$ cat src/rtl/machine_timer_responder_if.sv
// Data-bus request/response bundle between the LSU-side decode and the
// machine timer responder.
interface machine_timer_responder_if #(
    parameter int DW    = 32,
    parameter int ADDRW = 5
);
    logic             req_i;
    logic             cs_i;
    logic             we_i;
    logic [3:0]       mask_i;
    logic [ADDRW-1:0] addr_i;
    logic [DW-1:0]    wdata_i;
    logic [DW-1:0]    rdata_o;
    logic             ack_o;
    logic             err_o;

    modport master (
        output req_i, cs_i, we_i, mask_i, addr_i, wdata_i,
        input  rdata_o, ack_o, err_o
    );

    modport slave (
        input  req_i, cs_i, we_i, mask_i, addr_i, wdata_i,
        output rdata_o, ack_o, err_o
    );
endinterface

$ cat src/rtl/machine_timer_responder.sv
// Memory-mapped mtime/mtimecmp responder with prescaled counting,
// atomic high-word snapshot and a level timer interrupt.
module machine_timer_responder #(
    parameter int DW    = 32,
    parameter int ADDRW = 5,
    parameter int PSW   = 8
) (
    input  logic                       clk_i,
    input  logic                       rst_i,
    machine_timer_responder_if.slave   bus,
    output logic                       t_intr_o
);
    localparam logic [2:0] A_MTLO = 3'd0;
    localparam logic [2:0] A_MTHI = 3'd1;
    localparam logic [2:0] A_CPLO = 3'd2;
    localparam logic [2:0] A_CPHI = 3'd3;
    localparam logic [2:0] A_CTRL = 3'd4;
    localparam logic [2:0] A_STAT = 3'd5;

    logic [2*DW-1:0] mtime_q, mtime_d;
    logic [2*DW-1:0] cmp_q, cmp_d;
    logic            en_q, en_d;
    logic [PSW-1:0]  ps_q, ps_d;
    logic [PSW-1:0]  presc_q, presc_d;
    logic [DW-1:0]   snap_q, snap_d;
    logic [DW-1:0]   rdata_q, rdata_d;
    logic            ack_q, ack_d;
    logic            err_q, err_d;
    logic            intr_q, intr_d;

    logic            acc, wr, rd, tick;
    logic [2:0]      idx;
    logic [DW-1:0]   ctrl_rd, ctrl_wr;

    function automatic logic [DW-1:0] bmerge(
        input logic [DW-1:0] o,
        input logic [DW-1:0] n,
        input logic [3:0]    m
    );
        logic [DW-1:0] r;
        for (int b = 0; b < 4; b++)
            r[8*b +: 8] = m[b] ? n[8*b +: 8] : o[8*b +: 8];
        return r;
    endfunction

    assign acc     = bus.req_i & bus.cs_i;
    assign wr      = acc & bus.we_i;
    assign rd      = acc & ~bus.we_i;
    assign idx     = bus.addr_i[ADDRW-1:2];
    assign tick    = en_q && (presc_q == ps_q);
    assign ctrl_rd = {16'h0, ps_q, 7'h0, en_q};
    assign ctrl_wr = bmerge(ctrl_rd, bus.wdata_i, bus.mask_i);

    always_comb begin
        mtime_d = tick ? mtime_q + 64'd1 : mtime_q;
        presc_d = presc_q;
        if (en_q)
            presc_d = tick ? '0 : presc_q + 1'b1;
        cmp_d   = cmp_q;
        en_d    = en_q;
        ps_d    = ps_q;
        snap_d  = snap_q;
        rdata_d = '0;
        err_d   = 1'b0;
        ack_d   = acc;

        // A software write to one mtime half suppresses that cycle's tick
        if (wr) begin
            case (idx)
                A_MTLO: mtime_d = {mtime_q[2*DW-1:DW],
                    bmerge(mtime_q[DW-1:0], bus.wdata_i, bus.mask_i)};
                A_MTHI: mtime_d = {bmerge(mtime_q[2*DW-1:DW],
                    bus.wdata_i, bus.mask_i), mtime_q[DW-1:0]};
                A_CPLO: cmp_d[DW-1:0] =
                    bmerge(cmp_q[DW-1:0], bus.wdata_i, bus.mask_i);
                A_CPHI: cmp_d[2*DW-1:DW] =
                    bmerge(cmp_q[2*DW-1:DW], bus.wdata_i, bus.mask_i);
                A_CTRL: begin
                    en_d    = ctrl_wr[0];
                    ps_d    = ctrl_wr[15:8];
                    presc_d = '0;
                end
                default: err_d = 1'b1;
            endcase
        end

        if (rd) begin
            case (idx)
                A_MTLO: begin
                    rdata_d = mtime_q[DW-1:0];
                    snap_d  = mtime_q[2*DW-1:DW];
                end
                A_MTHI: rdata_d = snap_q;
                A_CPLO: rdata_d = cmp_q[DW-1:0];
                A_CPHI: rdata_d = cmp_q[2*DW-1:DW];
                A_CTRL: rdata_d = ctrl_rd;
                A_STAT: rdata_d = {{(DW-1){1'b0}}, intr_q};
                default: err_d = 1'b1;
            endcase
        end

        intr_d = (mtime_d >= cmp_d);
    end

    always_ff @(posedge clk_i or negedge rst_i) begin
        if (!rst_i) begin
            mtime_q <= '0;
            cmp_q   <= '1;
            en_q    <= 1'b0;
            ps_q    <= '0;
            presc_q <= '0;
            snap_q  <= '0;
            rdata_q <= '0;
            ack_q   <= 1'b0;
            err_q   <= 1'b0;
            intr_q  <= 1'b0;
        end else begin
            mtime_q <= mtime_d;
            cmp_q   <= cmp_d;
            en_q    <= en_d;
            ps_q    <= ps_d;
            presc_q <= presc_d;
            snap_q  <= snap_d;
            rdata_q <= rdata_d;
            ack_q   <= ack_d;
            err_q   <= err_d;
            intr_q  <= intr_d;
        end
    end

    assign bus.rdata_o = rdata_q;
    assign bus.ack_o   = ack_q;
    assign bus.err_o   = err_q;
    assign t_intr_o    = intr_q;
endmodule

$ cat src/flat_wrapper.sv
// flat-port wrapper written by rule: the top's interface ports become plain ports
module machine_timer_responder_flat 
#(
    parameter int DW    = 32,
    parameter int ADDRW = 5,
    parameter int PSW   = 8
)
  (clk_i, rst_i, t_intr_o, bus_req_i, bus_cs_i, bus_we_i, bus_mask_i, bus_addr_i, bus_wdata_i, bus_rdata_o, bus_ack_o, bus_err_o);
  machine_timer_responder_if #(.DW(DW), .ADDRW(ADDRW)) bus_i ();
  input  logic clk_i;
  input  logic rst_i;
  output logic t_intr_o;
  input wire logic [$bits(bus_i.req_i)-1:0] bus_req_i;
  input wire logic [$bits(bus_i.cs_i)-1:0] bus_cs_i;
  input wire logic [$bits(bus_i.we_i)-1:0] bus_we_i;
  input wire logic [$bits(bus_i.mask_i)-1:0] bus_mask_i;
  input wire logic [$bits(bus_i.addr_i)-1:0] bus_addr_i;
  input wire logic [$bits(bus_i.wdata_i)-1:0] bus_wdata_i;
  output wire logic [$bits(bus_i.rdata_o)-1:0] bus_rdata_o;
  output wire logic [$bits(bus_i.ack_o)-1:0] bus_ack_o;
  output wire logic [$bits(bus_i.err_o)-1:0] bus_err_o;
  assign bus_i.req_i = bus_req_i;
  assign bus_i.cs_i = bus_cs_i;
  assign bus_i.we_i = bus_we_i;
  assign bus_i.mask_i = bus_mask_i;
  assign bus_i.addr_i = bus_addr_i;
  assign bus_i.wdata_i = bus_wdata_i;
  assign bus_rdata_o = bus_i.rdata_o;
  assign bus_ack_o = bus_i.ack_o;
  assign bus_err_o = bus_i.err_o;
  machine_timer_responder #(.DW(DW), .ADDRW(ADDRW), .PSW(PSW)) u_core (.clk_i(clk_i), .rst_i(rst_i), .bus(bus_i), .t_intr_o(t_intr_o));
endmodule
$ cat config.mk
export PLATFORM = sky130hd
export DESIGN_NAME = machine_timer_responder_flat
export DESIGN_NICKNAME = d
export VERILOG_FILES = /design/src/rtl/machine_timer_responder_if.sv /design/src/rtl/machine_timer_responder.sv /design/src/flat_wrapper.sv
export SDC_FILE = /design/constraint.sdc
export NUM_CORES = 1
export LEC_CHECK = 0
export CORE_MARGIN = 5
export CORE_UTILIZATION = 60
export DETAILED_ROUTE_END_ITERATION = 8
export GPL_TIMING_DRIVEN = 0
export HOLD_SLACK_MARGIN = 0.05
export PLACE_DENSITY = 0.89
export REMOVE_ABC_BUFFERS = 1
export SKIP_CTS_REPAIR_TIMING = 1
export SLEW_MARGIN = 20
export SYNTH_ARGS = -nofsm -noshare
export SYNTH_HDL_FRONTEND = slang
export SYNTH_SLANG_ARGS = --single-unit
$ cat constraint.sdc
create_clock -name clk_i -period 4.7 [get_ports clk_i]
set_input_delay 0.47 -clock clk_i [delete_from_list [all_inputs] [get_ports clk_i]]
set_output_delay 0.47 -clock clk_i [all_outputs]
set_load 0.02 [all_outputs]
==> out/metrics.cfg <==
[outcome]
status=complete, but fails checks
violations=negative setup slack

[setup_path]
worst_ep_arrival_time_ns=5.09
cp-start-kind=flip-flop
r2r_cells=13
rr_endpoint=u_core.t_intr_o
crit_fanout=9
worstPathRequired_ns=5.06
critPathKind=reg -> reg
endpoint_kind=flip-flop
reg2reg_from=u_core.mtime_q[9]
r2r_setup_slack_ns=-0.03

[place]
dpl.hpwl_mm=27.7
gp_congestion=0.968
place_worst_setup_slack_ns=-1.50
dp.cells=1570
portBuffers=78

[routing]
routed.top_layer=met4
vias=11500
totalWireLength_mm=39.2
route.met3.wl_mm=4.73
dr.pass1.iters=6
wl_per_cell_um=24.0
drtAntennaViolNets=0
wl_met1_mm=14.8
routed-wl-met2_mm=17.6
drc=0
vias_per_cell=7.05
drt_iter0_markers=2023

[cts]
clkTransAtPathRegs_ns=0.06
cts.path.max_buffers=3
cts.sinks=212
clk_latency_ns=0.53
cts_root_buffer=clkbuf_16
htreeDepth=1
cts_tree=built
cts_made_buffers=24

[logic_synthesis]
ys_ff_latch=212
async_reset_ff_share_pct=100
synth_enable_flop_cells=0
synth-seq-area-share_pct=43.2
synthAdderAreaFrac_pct=6.63
synth_mux_area_share_pct=10.9
synth_xor_area_share_pct=1.73
synth-simple-area-share_pct=16.6
synthesis.area_sq_mm=0.0125
yosysWarningCount=0
synth_ff_type=dfrtp_1
synthCells=1271
syn_avg_cell_area_sq_um=9.80
synth_compound_area_share_pct=16.5
synth_top_family_by_area=simple AND/OR/NAND/NOR gates
synthDistinctLibCells=69

[layout]
syn_to_final_growth_pct=18.6
num-fill-cells=1383
stdcell_count=1634
nets=1459
drive_above_1_share_pct=21.6
num_antenna_cells=0

[die]
floorplan.die_area_sq_mm=0.0237
dieHeight_um=154
fp.coreArea_sq_mm=0.0204
die_w_um=154
io_pins=81
num_rows=52
initial_core_util_pct=61.2

[timing]
tightest_slew_ns=0.954
fin_setup_tns_ns=-0.0280
finClkSkew_ns=0.0152
timing.fmax_mhz=212
min_period_over_period_pct=101
setup_viol_count_final=1
setup_slack_ns=-0.0280
hold_viol=0
slew_viol_final=0
hold_ws_ns=0.347
layout_min_cycle_time_ns=4.73
slew_headroom_pct=34.7

[power_and_ir_drop]
finalPower_w=0.00573
ir_drop_mv=0.420
powerDensity_mw_per_mm2=387
p_leak_nw=6.04

[grt]
grt_util_all_layers_pct=32.1
grt_overflow_total=0
grt_pass1_wl_mm=61.7
grt_pass1_vias=11300
antenna_found_initial=0
grt_max_degree=105

[hold_path]
hold_class=in -> async

[job]
cap_violations=0

## area by class of cell
cell class | count | area [sq um] | area share (%)
multi-input combinational | 914 | 6750 | 45.6
inverter | 75 | 282 | 1.90
clock buffer | 35 | 693 | 4.69
clock inverter | 8 | 118 | 0.796
sequential | 212 | 5390 | 36.4
tap | 270 | 338 | 2.29
timing repair buffer | 120 | 1220 | 8.25
## worst max path at each step
stage,start,endpoint,slack (ns)
global route,bus_addr_i[3],u_core.t_intr_o,-0.16
floorplan,bus_we_i,u_core.t_intr_o,-2.46
finish,u_core.mtime_q[9],u_core.t_intr_o,-0.03
detailed placement,bus_addr_i[4],u_core.t_intr_o,-1.50
global placement,bus_addr_i[4],u_core.t_intr_o,-6.65
CTS,bus_addr_i[4],u_core.t_intr_o,-0.97
## metal layers
layer	vias to the layer above	track usage, %
met5	-	0
met4	0	14.0
met3	205	5.99
met2	891	50.1
met1	5520	43.8
li1	4909	-
## synth_stat cells (27+ instances only)
cell / count / area (sq um)
dfrtp_1: 148 / 3700
mux2_2: 104 / 1170
nand2_1: 96 / 360
nor2_1: 81 / 304
a21oi_1: 76 / 380
inv_1: 75 / 282
ha_1: 66 / 826
dfstp_2: 64 / 1680
a22oi_1: 60 / 450
clkbuf_1: 55 / 206
nand3_1: 44 / 220
nand4_1: 44 / 275
o21ai_0: 44 / 220
and3_1: 28 / 175
nor3_1: 27 / 135
## flip-flops by register name (all words and copies together), names as in the netlist
| name | flops |
|---|---|
| u_core.cmp_q | 64 |
| u_core.presc_q | 8 |
| u_core.bus.ack_o | 1 |
| u_core.bus.rdata_o | 32 |
| u_core.bus.err_o | 1 |
| u_core.t_intr_o | 1 |
| u_core.mtime_q | 64 |
| u_core.ps_q | 8 |
| u_core.snap_q | 32 |
| u_core.en_q | 1 |
## logic make-up (layout without fill, tap and decap cells)
logic type	count (synthesis)	count (layout)
flops	212	212
compound gates	302	302
fa+ha+maj	66	66
simple gates	401	401
buf+inv	145	238
xor+xnor	22	22
mux	123	123
## where the power goes
part / switching (W) / internal (W)
registers: 0.000301 / 0.00214
clock network: 0.000757 / 0.00118
logic: 0.000758 / 0.000586
## through the flow
step,cell area (sq um),util (%)
2_1_floorplan,12200,-
3_3_place_gp,13300,65.3
3_5_place_dp,13700,67.1
4_1_cts,14500,71.1
5_1_grt,14800,72.6
6_report,14800,72.6
## cells in the final DEF (no fill, tap or decap), drive strengths merged, types with 10 or more instances in the layout
cell type and instances:
nand3 44, dfrtp 148, xor2 10, nand4 45, nor3 27, buf 43
or4 10, o211ai 13, clkbuf 37, clkdlybuf4s50 73, and3 28, nand2 96
dfstp 64, xnor2 12, o21ai 45, a221o 13, nor4 20, and2 10
mux2i 19, ha 66, and4 11, inv 75, a22oi 60, a31oi 17
mux2 104, a21oi 76, nor2 81
## critical path, stage by stage, from the launching register on
cell and delay (ns):
dfrtp_1 0.50, and3_2 0.34, nand4_1 0.22, buf_4 0.23, nor4_4 0.35, nand4_1 0.26, o311ai_1 0.50, ha_1 0.35
a21oi_1 0.17, o21ai_0 0.18, a221o_1 0.38, a2111o_1 0.47, a2111oi_1 0.41, a21oi_1 0.21
Power figures use the tool's default switching activity.
